**src/rtl/line_sensor_reader.sv**
```systemverilog
`timescale 1ns/1ps
`default_nettype none
// ============================================================================
//  Module   : line_sensor_reader
//  Purpose  : Charges three RC reflectance sensors, times their discharge and
//             thresholds the result into a registered {front, left, right} vector.
//  Revision : 1.0 - initial release
// ============================================================================
module line_sensor_reader #(
    parameter int CHARGE_CYC  = 100,
    parameter int TIMEOUT_CYC = 2500,
    parameter int CNT_W       = 12
) (
    input  logic       clk,
    input  logic       rst_n,
    input  logic       enable,
    input  logic [7:0] threshold,
    input  logic [2:0] sens_in,
    output logic [2:0] sens_out,
    output logic [2:0] sens_oe,
    output logic [2:0] sensors,
    output logic       valid,
    output logic       timeout,
    output logic       busy
);

    localparam logic [1:0] S_IDLE    = 2'd0;
    localparam logic [1:0] S_CHARGE  = 2'd1;
    localparam logic [1:0] S_MEASURE = 2'd2;
    localparam logic [1:0] S_DONE    = 2'd3;

    localparam int               C_CCW         = (CHARGE_CYC > 2) ? $clog2(CHARGE_CYC) : 1;
    localparam logic [C_CCW-1:0] C_CHARGE_LAST = C_CCW'(CHARGE_CYC - 1);
    localparam logic [C_CCW-1:0] C_CCNT_ONE    = C_CCW'(1);
    localparam logic [CNT_W-1:0] C_MEAS_LAST   = CNT_W'(TIMEOUT_CYC - 1);
    localparam logic [CNT_W-1:0] C_TIMEOUT_VAL = CNT_W'(TIMEOUT_CYC);
    localparam logic [CNT_W-1:0] C_MCNT_ONE    = CNT_W'(1);
    localparam int               C_CMP_W       = (CNT_W > 12) ? CNT_W : 12;

    logic [1:0]       r_state;
    logic [1:0]       w_next_state;
    logic [2:0]       r_sync1;
    logic [2:0]       r_sync2;
    logic [C_CCW-1:0] r_ccnt;
    logic [CNT_W-1:0] r_mcnt;
    logic [2:0]       r_done;
    logic [CNT_W-1:0] r_t [3];
    logic [7:0]       r_thr;
    logic [2:0]       r_sensors;
    logic             r_timeout;

    logic [2:0]         w_hit;
    logic [2:0]         w_done_nxt;
    logic [2:0]         w_tofill;
    logic [2:0]         w_sens_nxt;
    logic               w_last;
    logic               w_meas_exit;
    logic [CNT_W-1:0]   w_t_nxt [3];
    logic [C_CMP_W-1:0] w_cmp_thr;

    // A channel latches on its first low sample; the window ends when all have
    // latched or the counter reaches its last value, and any straggler is filled.
    assign w_last      = (r_mcnt == C_MEAS_LAST);
    assign w_done_nxt  = r_done | w_hit;
    assign w_meas_exit = (w_done_nxt == 3'b111) || w_last;
    assign w_cmp_thr   = C_CMP_W'({r_thr, 4'b0000});

    genvar g;
    generate
        for (g = 0; g < 3; g++) begin : g_ch
            assign w_hit[g]      = ~r_sync2[g] & ~r_done[g];
            assign w_tofill[g]   = w_last & ~w_done_nxt[g];
            assign w_t_nxt[g]    = w_hit[g]    ? r_mcnt        :
                                   w_tofill[g] ? C_TIMEOUT_VAL : r_t[g];
            assign w_sens_nxt[g] = (C_CMP_W'(w_t_nxt[g]) > w_cmp_thr);
        end
    endgenerate

    always_ff @(posedge clk or negedge rst_n) begin
        if (!rst_n) begin
            r_state <= S_IDLE;
        end else begin
            r_state <= w_next_state;
        end
    end

    always_comb begin
        w_next_state = r_state;
        case (r_state)
            S_IDLE:    if (enable) w_next_state = S_CHARGE;
            S_CHARGE:  if (r_ccnt == C_CHARGE_LAST) w_next_state = S_MEASURE;
            S_MEASURE: if (w_meas_exit) w_next_state = S_DONE;
            S_DONE:    w_next_state = S_IDLE;
            default:   w_next_state = S_IDLE;
        endcase
    end

    // Pins are a pure decode of the state register, so reset releases them at once.
    always_comb begin
        sens_oe  = (r_state == S_CHARGE) ? 3'b111 : 3'b000;
        sens_out = (r_state == S_CHARGE) ? 3'b111 : 3'b000;
        busy     = (r_state != S_IDLE);
        valid    = (r_state == S_DONE);
    end

    always_ff @(posedge clk or negedge rst_n) begin
        if (!rst_n) begin
            r_sync1   <= 3'b000;
            r_sync2   <= 3'b000;
            r_ccnt    <= '0;
            r_mcnt    <= '0;
            r_done    <= 3'b000;
            r_thr     <= 8'd0;
            r_sensors <= 3'b000;
            r_timeout <= 1'b0;
            for (int i = 0; i < 3; i++) begin
                r_t[i] <= '0;
            end
        end else begin
            r_sync1 <= sens_in;
            r_sync2 <= r_sync1;
            case (r_state)
                S_IDLE: begin
                    if (enable) begin
                        r_thr  <= threshold;
                        r_ccnt <= '0;
                    end
                end
                S_CHARGE: begin
                    r_ccnt <= r_ccnt + C_CCNT_ONE;
                    r_mcnt <= '0;
                    r_done <= 3'b000;
                end
                S_MEASURE: begin
                    r_mcnt <= r_mcnt + C_MCNT_ONE;
                    r_done <= w_done_nxt;
                    for (int i = 0; i < 3; i++) begin
                        r_t[i] <= w_t_nxt[i];
                    end
                    // Results land with the DONE entry so they are current while valid is high.
                    if (w_meas_exit) begin
                        r_sensors <= w_sens_nxt;
                        r_timeout <= |w_tofill;
                    end
                end
                default: ;
            endcase
        end
    end

    assign sensors = r_sensors;
    assign timeout = r_timeout;

endmodule
`default_nettype wire

```
**config.mk**
```make
export PLATFORM = sky130hd
export DESIGN_NAME = line_sensor_reader
export DESIGN_NICKNAME = d
export VERILOG_FILES = /design/src/rtl/line_sensor_reader.sv
export SDC_FILE = /design/constraint.sdc
export NUM_CORES = 1
export LEC_CHECK = 0
export ABC_AREA = 1
export CAP_MARGIN = 20
export CORE_MARGIN = 4
export CORE_UTILIZATION = 35
export DETAILED_ROUTE_END_ITERATION = 8
export PLACE_DENSITY = 0.51
export SLEW_MARGIN = 15
export SYNTH_ARGS = -nofsm -noshare
export SYNTH_HDL_FRONTEND = slang
export SYNTH_SLANG_ARGS = --single-unit
```
**constraint.sdc**
```tcl
create_clock -name clk -period 3.18 [get_ports clk]
set_input_delay 0.477 -clock clk [delete_from_list [all_inputs] [get_ports clk]]
set_output_delay 0.477 -clock clk [all_outputs]
set_load 0.1 [all_outputs]
```
==> flow_metrics.py, run 1 <==
metrics = {
    "critical_path": {
        "critPathLaunchType": "register",
        "endpoint_kind": "register",
        "required_ps": 3420,
        "path_max_fanout": 12,
        "worst_ep_arrival_time_ps": 3090,
        "critPathKind": "register to register",
    },
    "routing": {
        "dr.pass1.iters": 5,
        "wirelength_mm": 10.34,
        "drtAntennaViolNets": 0,
        "dr_total_vias": 3572,
        "dr.first_iter.drc_count": 180,
        "vias_per_cell": 4.706,
        "wire_per_inst_um": 13.62,
        "route.detailed.drc": 0,
    },
    "synthesis": {
        "synth_fp_nets": 607,
        "synth_largest_area_cell": "dfrtp_1",
        "synth_top_area_share_pct": 43.18,
        "avgSynthCellArea_sq_um": 8.029,
        "yosysWarnings": 0,
        "syn_inst": 563,
        "synth_area_leaders": "dfrtp_1 (43%), nand2_1 (11%), ha_1 (8.3%), nor2_1 (5.6%), o21ai_0 (5.4%)",
        "ys_ff_latch": 78,
        "ys_seq_area_share_pct": 43.18,
        "syn_area_sq_mm": 0.004521,
        "synthDistinctLibCells": 32,
    },
    "timing": {
        "rsz0062_at_grt": "no",
        "slew_headroom_pct": 64.04,
        "tns_ps": 0,
        "tightest_slew_ps": 539.4,
        "whs_ps": 88.75,
        "fin_crit_sh_pct": 89.85,
        "drv_slew": 0,
        "setup_viol": 0,
        "period_minus_slack_ps": 2857,
        "fmax_ghz": 0.3500,
        "finalHoldViolations": 0,
        "clock_skew_ps": 7.174,
    },
    "layout": {
        "insertedDiodeCount": 0,
        "areaGrowthSynthToFinish_pct": 14.64,
        "final_common_cell": "nand2_1",
        "post-route-util_pct": 41.07,
        "layout-drive-gt1-share_pct": 12.95,
        "nets": 626,
        "fill_cells": 1321,
        "final_cell_mix": "nand2_1 (127), dfrtp_1 (78), nor2_1 (68)",
    },
    "clocking": {
        "clk_latency_ps": 340,
        "clockRootBuffer": "clkbuf_16",
        "cts_buffers": 9,
        "cts_setup_buffers": 0,
        "cts_buffer_depth": 2,
        "tritoncts": "built",
        "path_clk_slew_ps": 60,
        "cts_max_level": 3,
        "cts_sinks": 78,
    },
    "run": {
        "cap_violations": 0,
    },
    "floorplanning": {
        "core_sq_mm": 0.01262,
        "die-area_sq_mm": 0.01480,
        "num_rows": 41,
        "die_height_um": 121.7,
        "io_pins": 26,
        "initial_core_util_pct": 35.82,
        "die_x_um": 121.7,
    },
    "placed_design": {
        "dp_hpwl_mm": 7.423,
        "io_buffers": 25,
        "finalWeightedCongestion": 0.8288,
    },
    "hold_path": {
        "worstHoldPathType": "input port to asynchronous set/reset pin",
    },
    "global_route": {
        "grt_first_pass_wirelength_mm": 17.43,
        "overflow": 0,
        "grt_max_degree": 79,
        "antenna_found_initial": 0,
        "grt_pass1_vias": 3537,
        "grt_usage_pct": 15.02,
    },
    "pwr": {
        "ir_drop_mv": 0.2608,
        "power.total_mw": 2.131,
        "p_per_area_mw_per_mm2": 411.2,
        "leakagePower_nw": 2.442,
    },
    "status": {
        "status": "finished, final reports clean",
    },
}
logic make-up after synthesis:
kind of cell               after synthesis  share of synthesized area, %
DFF                                     78                         43.18
AOI/OAI and AO/OA                      102                         13.40
buffers and inverters                   88                         8.580
and+or+nand+nor                        263                         26.10
xor gates and xnor gates                 1                        0.1938
muxes                                    1                        0.2491
adders and majority gates               30                         8.303
per-stage QoR:
| stage | std cells | cell area, sq um | setup WS, ps |
|---|---|---|---|
| final | 759 | 5182 | 322.7 |
| after global routing | 759 | 5182 | 19.59 |
| after CTS | 758 | 5146 | 360.8 |
| after detailed placement | 742 | 4845 | 377.0 |
| after global placement | 742 | 4845 | 511.9 |
| after floorplan | 563 | 4521 | 827.5 |
worst paths after layout:
path,slack [ps],endpoint,cells after the start,startpoint
worst min-delay path,90,r_t[9],1,rst_n
worst max-delay path,320,sensors[1],14,r_mcnt[0]
worst max register to register,320,sensors[1],14,r_mcnt[0]
max in group asynchronous,2500,r_t[27],2,rst_n
min in group clk,350,r_sync2[2],0,r_sync1[2]
worst min register to register,350,r_sync2[2],0,r_sync1[2]
Yosys cell counts (all sizes together):
master  instances
nand2         133
nor2           83
dfrtp          78
inv            62
o21ai          56
a21oi          33
ha             30
nand3          29
buf            16
a31oi          12
nor3            8
clkbuf          6
nand4           6
clkinv          4
nand3b          2
nor3b           2
mux2            1
o21ba           1
xor2            1
registers in the layout, summed over array words and instances, names as in the netlist:
register	count
r_mcnt	12
r_done	3
r_sync1	3
timeout	1
r_ccnt	7
r_thr	8
r_t	36
r_state	2
r_sync2	3
sensors	3
report_power, final:
part | leakage (nW) | switching [mW] | internal, mW
registers | 1.03 | 0.00243 | 0.997
clock network | 0.152 | 0.399 | 0.647
logic | 1.26 | 0.0540 | 0.0321
total | 2.44 | 0.456 | 1.68
area by class of cell:
| type | instances | area [sq um] | area share (%) |
|---|---|---|---|
| tap | 172 | 215.2 | 4.153 |
| clock inverter | 4 | 45.04 | 0.8691 |
| inverter | 66 | 249.0 | 4.804 |
| sequential | 78 | 1952 | 37.66 |
| multi-input combinational | 397 | 2190 | 42.25 |
| timing repair buffer | 30 | 275.3 | 5.311 |
| clock buffer | 12 | 256.5 | 4.949 |
worst max-delay path, stage by stage (launching register included):
cell	delay, ps
dfrtp_1	450
ha_1	220
nand2_1	70
nor2_2	250
nand4_2	440
nand3_1	180
o21ai_0	150
ha_1	330
nand4_1	120
nor2_1	150
nand3_1	90
nor2_1	110
nand3_1	80
nand2_1	60
nand2_1	40
what timing repair did:
action	CTS	global route
endpoints found under the setup margin	0	1
hold endpoints to repair	0	0
hold buffers	0	0
gates resized for setup	0	1
metal layers:
metal  vias to the layer above  GRT usage, %  share of wire, %
li1                       1856             -                 -
met1                      1657         19.78                50
met2                        44         24.66                46
met3                        15         3.157               2.7
met4                         0         5.042               2.0
met5                         -             0                 0
Power figures use the tool's default switching activity.
==> run 2: changes to the inputs <==
--- a/config.mk
+++ b/config.mk
@@ -7,6 +7,7 @@
 export LEC_CHECK = 0
 export ABC_AREA = 1
 export CAP_MARGIN = 20
+export CORE_ASPECT_RATIO = 1.5
 export CORE_MARGIN = 4
 export CORE_UTILIZATION = 35
 export DETAILED_ROUTE_END_ITERATION = 8
==> flow_metrics.py, run 2 (synthesis results as in run 1) <==
metrics = {
    "floorplanning": {
        "die_height_um": 147.2,
        "num_rows": 50,
        "die-area_sq_mm": 0.01484,
        "die_x_um": 100.8,
        "core_sq_mm": 0.01257,
        "io_pins": 26,
        "initial_core_util_pct": 35.95,
    },
    "layout": {
        "layoutNonFillerInstCount": 744,
        "insertedDiodeCount": 0,
        "nets": 629,
        "regMostFlops": "r_t",
        "post-route-util_pct": 40.89,
        "final_common_cell": "nand2_1",
        "largestRegisters": "r_t x36, r_mcnt x12, r_thr x8",
        "layout-drive-gt1-share_pct": 12.76,
        "largest_reg_flops": 36,
        "areaGrowthSynthToFinish_pct": 13.73,
        "final_cell_mix": "nand2_1 (127), dfrtp_1 (78), nor2_1 (68)",
    },
    "timing": {
        "clock_skew_ps": 5.040,
        "tns_ps": 0,
        "finalHoldViolations": 0,
        "tightest_slew_ps": 534.0,
        "setup_viol": 0,
        "rsz0062_at_grt": "no",
        "slew_headroom_pct": 64.18,
        "fmax_ghz": 0.3555,
        "drv_slew": 0,
        "period_minus_slack_ps": 2813,
        "fin_crit_sh_pct": 88.46,
        "whs_ps": 93.94,
    },
    "clocking": {
        "clockRootBuffer": "clkbuf_16",
        "cts_max_level": 3,
        "cts_buffer_depth": 2,
        "cts_setup_buffers": 0,
        "cts_sinks": 78,
        "clk_latency_ps": 330,
        "tritoncts": "built",
        "cts_buffers": 9,
        "path_clk_slew_ps": 60,
    },
    "critical_path": {
        "path_max_fanout": 12,
        "r2r_start": "r_mcnt[1]",
        "critPathLaunchType": "register",
        "r2r_cells": 14,
        "cp_cell_sequence": "ha_1 > nand2_1 > nor2_2 > nand4_2 > nand3_1 > o21ai_0 > ha_1 > nand4_1 > nor2_1 > nand3_1 > nor2_1 > nand3_1 > nand2_1 > nand2_1",
        "required_ps": 3410,
        "worst_ep_arrival_time_ps": 3040,
        "cpMaxStageDelayCell": "dfrtp_1",
        "critPathKind": "register to register",
        "endpoint_kind": "register",
        "slowest_delay_ps": 450,
        "r2r-end": "sensors[0]",
        "r2r_slack_ps": 370,
    },
    "status": {
        "status": "finished, final reports clean",
    },
    "placed_design": {
        "dp_hpwl_mm": 8.125,
        "dp.cells": 729,
        "finalWeightedCongestion": 0.8088,
        "io_buffers": 25,
    },
    "routing": {
        "dr.pass1.iters": 4,
        "vias_per_cell": 4.886,
        "dr_total_vias": 3635,
        "route.detailed.drc": 0,
        "dr.first_iter.drc_count": 202,
        "wirelength_mm": 10.97,
        "wire_per_inst_um": 14.74,
        "drtAntennaViolNets": 0,
    },
    "global_route": {
        "grt_pass1_vias": 3782,
        "overflow": 0,
        "grt_max_degree": 79,
        "grt_usage_pct": 16.02,
        "grt_first_pass_wirelength_mm": 18.53,
        "antenna_found_initial": 0,
    },
    "pwr": {
        "ir_drop_mv": 0.3068,
        "p_per_area_mw_per_mm2": 390.8,
        "leakagePower_nw": 2.428,
    },
    "hold_path": {
        "worstHoldPathType": "input port to asynchronous set/reset pin",
    },
    "run": {
        "cap_violations": 0,
    },
}
==> run 2: worst max-delay path, delay by kind of cell (launching register included) <==
| family | cells | cell delay, ps |
|---|---|---|
| flops | 1 | 450 |
| compound gates | 1 | 140 |
| simple gates | 11 | 1570 |
| fa+ha+maj | 2 | 550 |
==> run 2: cell type report <==
cell class | instances | area, sq um
Clock inverter | 1 | 7.507
Tap cell | 156 | 195.2
Multi-Input combinational cell | 397 | 2190
Timing Repair Buffer | 33 | 297.8
Inverter | 66 | 249.0
Fill cell | 1252 | 7433
Sequential cell | 78 | 1952
Clock buffer | 13 | 250.2
==> run 2: worst max path at each step <==
stage,start,endpoint,cells after the start
after CTS,r_mcnt[1],sensors[1],14
after global placement,r_mcnt[0],sensors[1],14
final,r_mcnt[1],sensors[0],14
after detailed placement,r_mcnt[0],sensors[1],14
after global routing,r_mcnt[0],sensors[2],14
after floorplan,r_state[1],r_ccnt[6],11
==> run 2: where the power goes <==
| part | switching (mW) | internal [mW] |
|---|---|---|
| clock network | 0.381 | 0.542 |
| registers | 0.00238 | 0.997 |
| logic | 0.0554 | 0.0322 |
| total | 0.438 | 1.57 |
==> run 2: repair_timing <==
| item | 4_1_cts | 5_1_grt |
|---|---|---|
| setup endpoints to repair | 0 | 1 |
| resized for setup | 0 | 1 |
| hold buffers | 0 | 0 |
==> run 2: per-layer routing <==
metal  GRT usage (%)  share of wire (%)
met2           28.33                 54
met4           7.013                2.3
met5               0                  0
met3           2.613                2.5
met1           18.66                 41
==> run 2: through the flow <==
stage	power [mW]	worst slack [ps]	area (sq um)
2_1_floorplan	1.057	827.5	4521
5_1_grt	2.100	19.01	5141
3_3_place_gp	1.101	371.0	4847
4_1_cts	2.045	316.4	5105
3_5_place_dp	1.103	329.6	4847
6_report	2.009	367.1	5141
==> run 3: changes to the inputs <==
--- a/config.mk
+++ b/config.mk
@@ -9,9 +9,10 @@
 export CAP_MARGIN = 20
 export CORE_ASPECT_RATIO = 1.5
 export CORE_MARGIN = 4
-export CORE_UTILIZATION = 35
+export CORE_UTILIZATION = 30
 export DETAILED_ROUTE_END_ITERATION = 8
-export PLACE_DENSITY = 0.51
+export DONT_BUFFER_PORTS = 1
+export PLACE_DENSITY = 0.43
 export SLEW_MARGIN = 15
 export SYNTH_ARGS = -nofsm -noshare
 export SYNTH_HDL_FRONTEND = slang
==> flow_metrics.py, run 3 (synthesis results as in run 1) <==
metrics = {
    "layout": {
        "fill_cells": 1521,
        "nets": 605,
        "layout-drive-gt1-share_pct": 11.86,
        "insertedDiodeCount": 0,
        "multi_input_area_sq_mm": 0.002193,
        "final_common_cell": "nand2_1",
        "largestRegisters": "r_t x36, r_mcnt x12, r_thr x8",
        "regMostFlops": "r_t",
        "seq_area_sq_mm": 0.001952,
        "final_cell_mix": "nand2_1 (127), dfrtp_1 (78), nor2_1 (68)",
        "areaGrowthSynthToFinish_pct": 12.32,
        "largest_reg_flops": 36,
        "final_cell_area_sq_mm": 0.005077,
    },
    "floorplanning": {
        "core_sq_mm": 0.01466,
        "initial_core_util_pct": 30.83,
        "die_height_um": 158.3,
        "die-area_sq_mm": 0.01714,
        "num_rows": 54,
        "die_x_um": 108.2,
        "io_pins": 26,
    },
    "critical_path": {
        "r2r_cells": 14,
        "critPathLaunchType": "register",
        "cp_cell_sequence": "ha_1 > nand2_1 > nor2_2 > nand4_2 > nand3_1 > o21ai_0 > ha_1 > nand4_1 > nor2_1 > nand3_1 > nor2_1 > nand3_1 > nand2_1 > nand2_1",
        "cpMaxStageDelayCell": "dfrtp_1",
        "slowest_delay_ps": 470,
        "required_ps": 3410,
        "path_depth": 14,
        "crit_family": "simple AND/OR/NAND/NOR gates",
        "worst_ep_arrival_time_ps": 3110,
        "crit_buf_inv": 0,
        "critPathKind": "register to register",
        "endpoint_kind": "register",
        "path_max_fanout": 12,
    },
    "timing": {
        "rsz0062_at_grt": "yes",
        "period_minus_slack_ps": 2881,
        "fmax_ghz": 0.3471,
        "clock_skew_ps": 8.456,
        "slew_headroom_pct": 35.72,
        "fin_crit_sh_pct": 90.60,
        "drv_slew": 0,
        "tightest_slew_ps": 966.6,
        "finalHoldViolations": 0,
        "fin_ws_ps": 299.0,
        "setup_viol": 0,
    },
    "placed_design": {
        "place_ws_ps": 293.1,
        "finalWeightedCongestion": 0.8026,
        "dp_hpwl_mm": 8.323,
        "post_dp_cell_area_sq_mm": 0.004712,
        "io_buffers": 0,
    },
    "run": {
        "cap_violations": 0,
    },
    "global_route": {
        "grt_pass1_vias": 3610,
        "grt_max_degree": 79,
        "grt_first_pass_wirelength_mm": 19.04,
        "antenna_found_initial": 0,
        "grt_usage_pct": 14.50,
        "overflow": 0,
    },
    "pwr": {
        "ir_drop_mv": 0.2686,
        "leakagePower_nw": 2.386,
        "p_per_area_mw_per_mm2": 444.1,
    },
    "clocking": {
        "cts_buffer_depth": 2,
        "post_cts_resized": 0,
        "cts_buffers": 9,
        "cts_max_level": 3,
        "cts_sinks": 78,
        "cts_setup_buffers": 0,
        "clockRootBuffer": "clkbuf_16",
        "clk_latency_ps": 330,
        "tritoncts": "built",
        "path_clk_slew_ps": 60,
    },
    "routing": {
        "wire_per_inst_um": 14.80,
        "route.detailed.drc": 0,
        "wirelength_mm": 11.26,
        "dr_total_vias": 3540,
        "drtAntennaViolNets": 0,
        "dr.first_iter.drc_count": 120,
        "vias_per_cell": 4.652,
        "dr.pass1.iters": 4,
    },
    "hold_path": {
        "worstHoldPathType": "input port to asynchronous set/reset pin",
    },
    "status": {
        "status": "finished, final reports clean",
    },
}
-- run 3: cell types whose count changed in the layout (fill, tap and decap cells not counted) --
cell | before | now
bufinv_16 | 0 | 3
clkinv_2 | 1 | 2
buf_4 | 20 | 7
ha_1 | 30 | 29
nand4_2 | 2 | 3
ha_4 | 0 | 1
clkdlybuf4s50_1 | 12 | 0
clkbuf_1 | 3 | 1
buf_12 | 0 | 1
clkinvlp_4 | 1 | 0
nand4_4 | 1 | 0
-- run 3: stage by stage --
step | cells | TNS [ps] | power [mW] | hold slack [ps] | util, %
after detailed placement | 745 | 0 | 1.065 | 184.3 | 32.14
final | 761 | 0 | 2.255 | 8.392 | 34.63
after global placement | 745 | 0 | 1.064 | 185.5 | 32.14
after global routing | 761 | -43.63 | 2.337 | 71.23 | 34.63
after CTS | 761 | 0 | 2.288 | 52.72 | 34.63
after floorplan | 563 | 0 | 1.057 | 181.4 | -
-- run 3: what timing repair did --
item                       in CTS  in global routing
setup endpoints to repair       0                  2
hold buffers                    1                  0
hold endpoints to repair       78                  0
-- run 3: layout make-up --
cell class / instances / share of cell area, %
multi-input combinational: 397 / 43.20
sequential: 78 / 38.44
inverter: 66 / 4.904
tap: 196 / 4.830
clock buffer: 11 / 4.781
timing repair buffer: 9 / 1.971
clock inverter: 4 / 1.873
-- run 3: worst paths after layout --
path                             from    endpoint  slack, ps
min                             rst_n   r_mcnt[5]          8
min in group clk           sens_in[2]  r_sync1[2]        170
max in group asynchronous       rst_n     r_t[17]       2780
max                         r_mcnt[0]  sensors[0]        300
max reg2reg                 r_mcnt[0]  sensors[0]        300
min reg2reg                r_sync1[0]  r_sync2[0]        350
-- run 3: report_power, final --
group	internal, mW	total (mW)	switching [mW]
sequential	0.996	0.999	0.00247
combinational	0.0188	0.0703	0.0516
clock	0.783	1.19	0.402
-- run 3: layer usage --
layer / vias to the layer above / part of all wire [%] / GRT usage [%]
met3: 15 / 2.5 / 2.475
met2: 34 / 54 / 26.75
met1: 1674 / 40 / 16.45
met5: - / 0 / 0
li1: 1817 / - / -
met4: 0 / 2.6 / 5.836
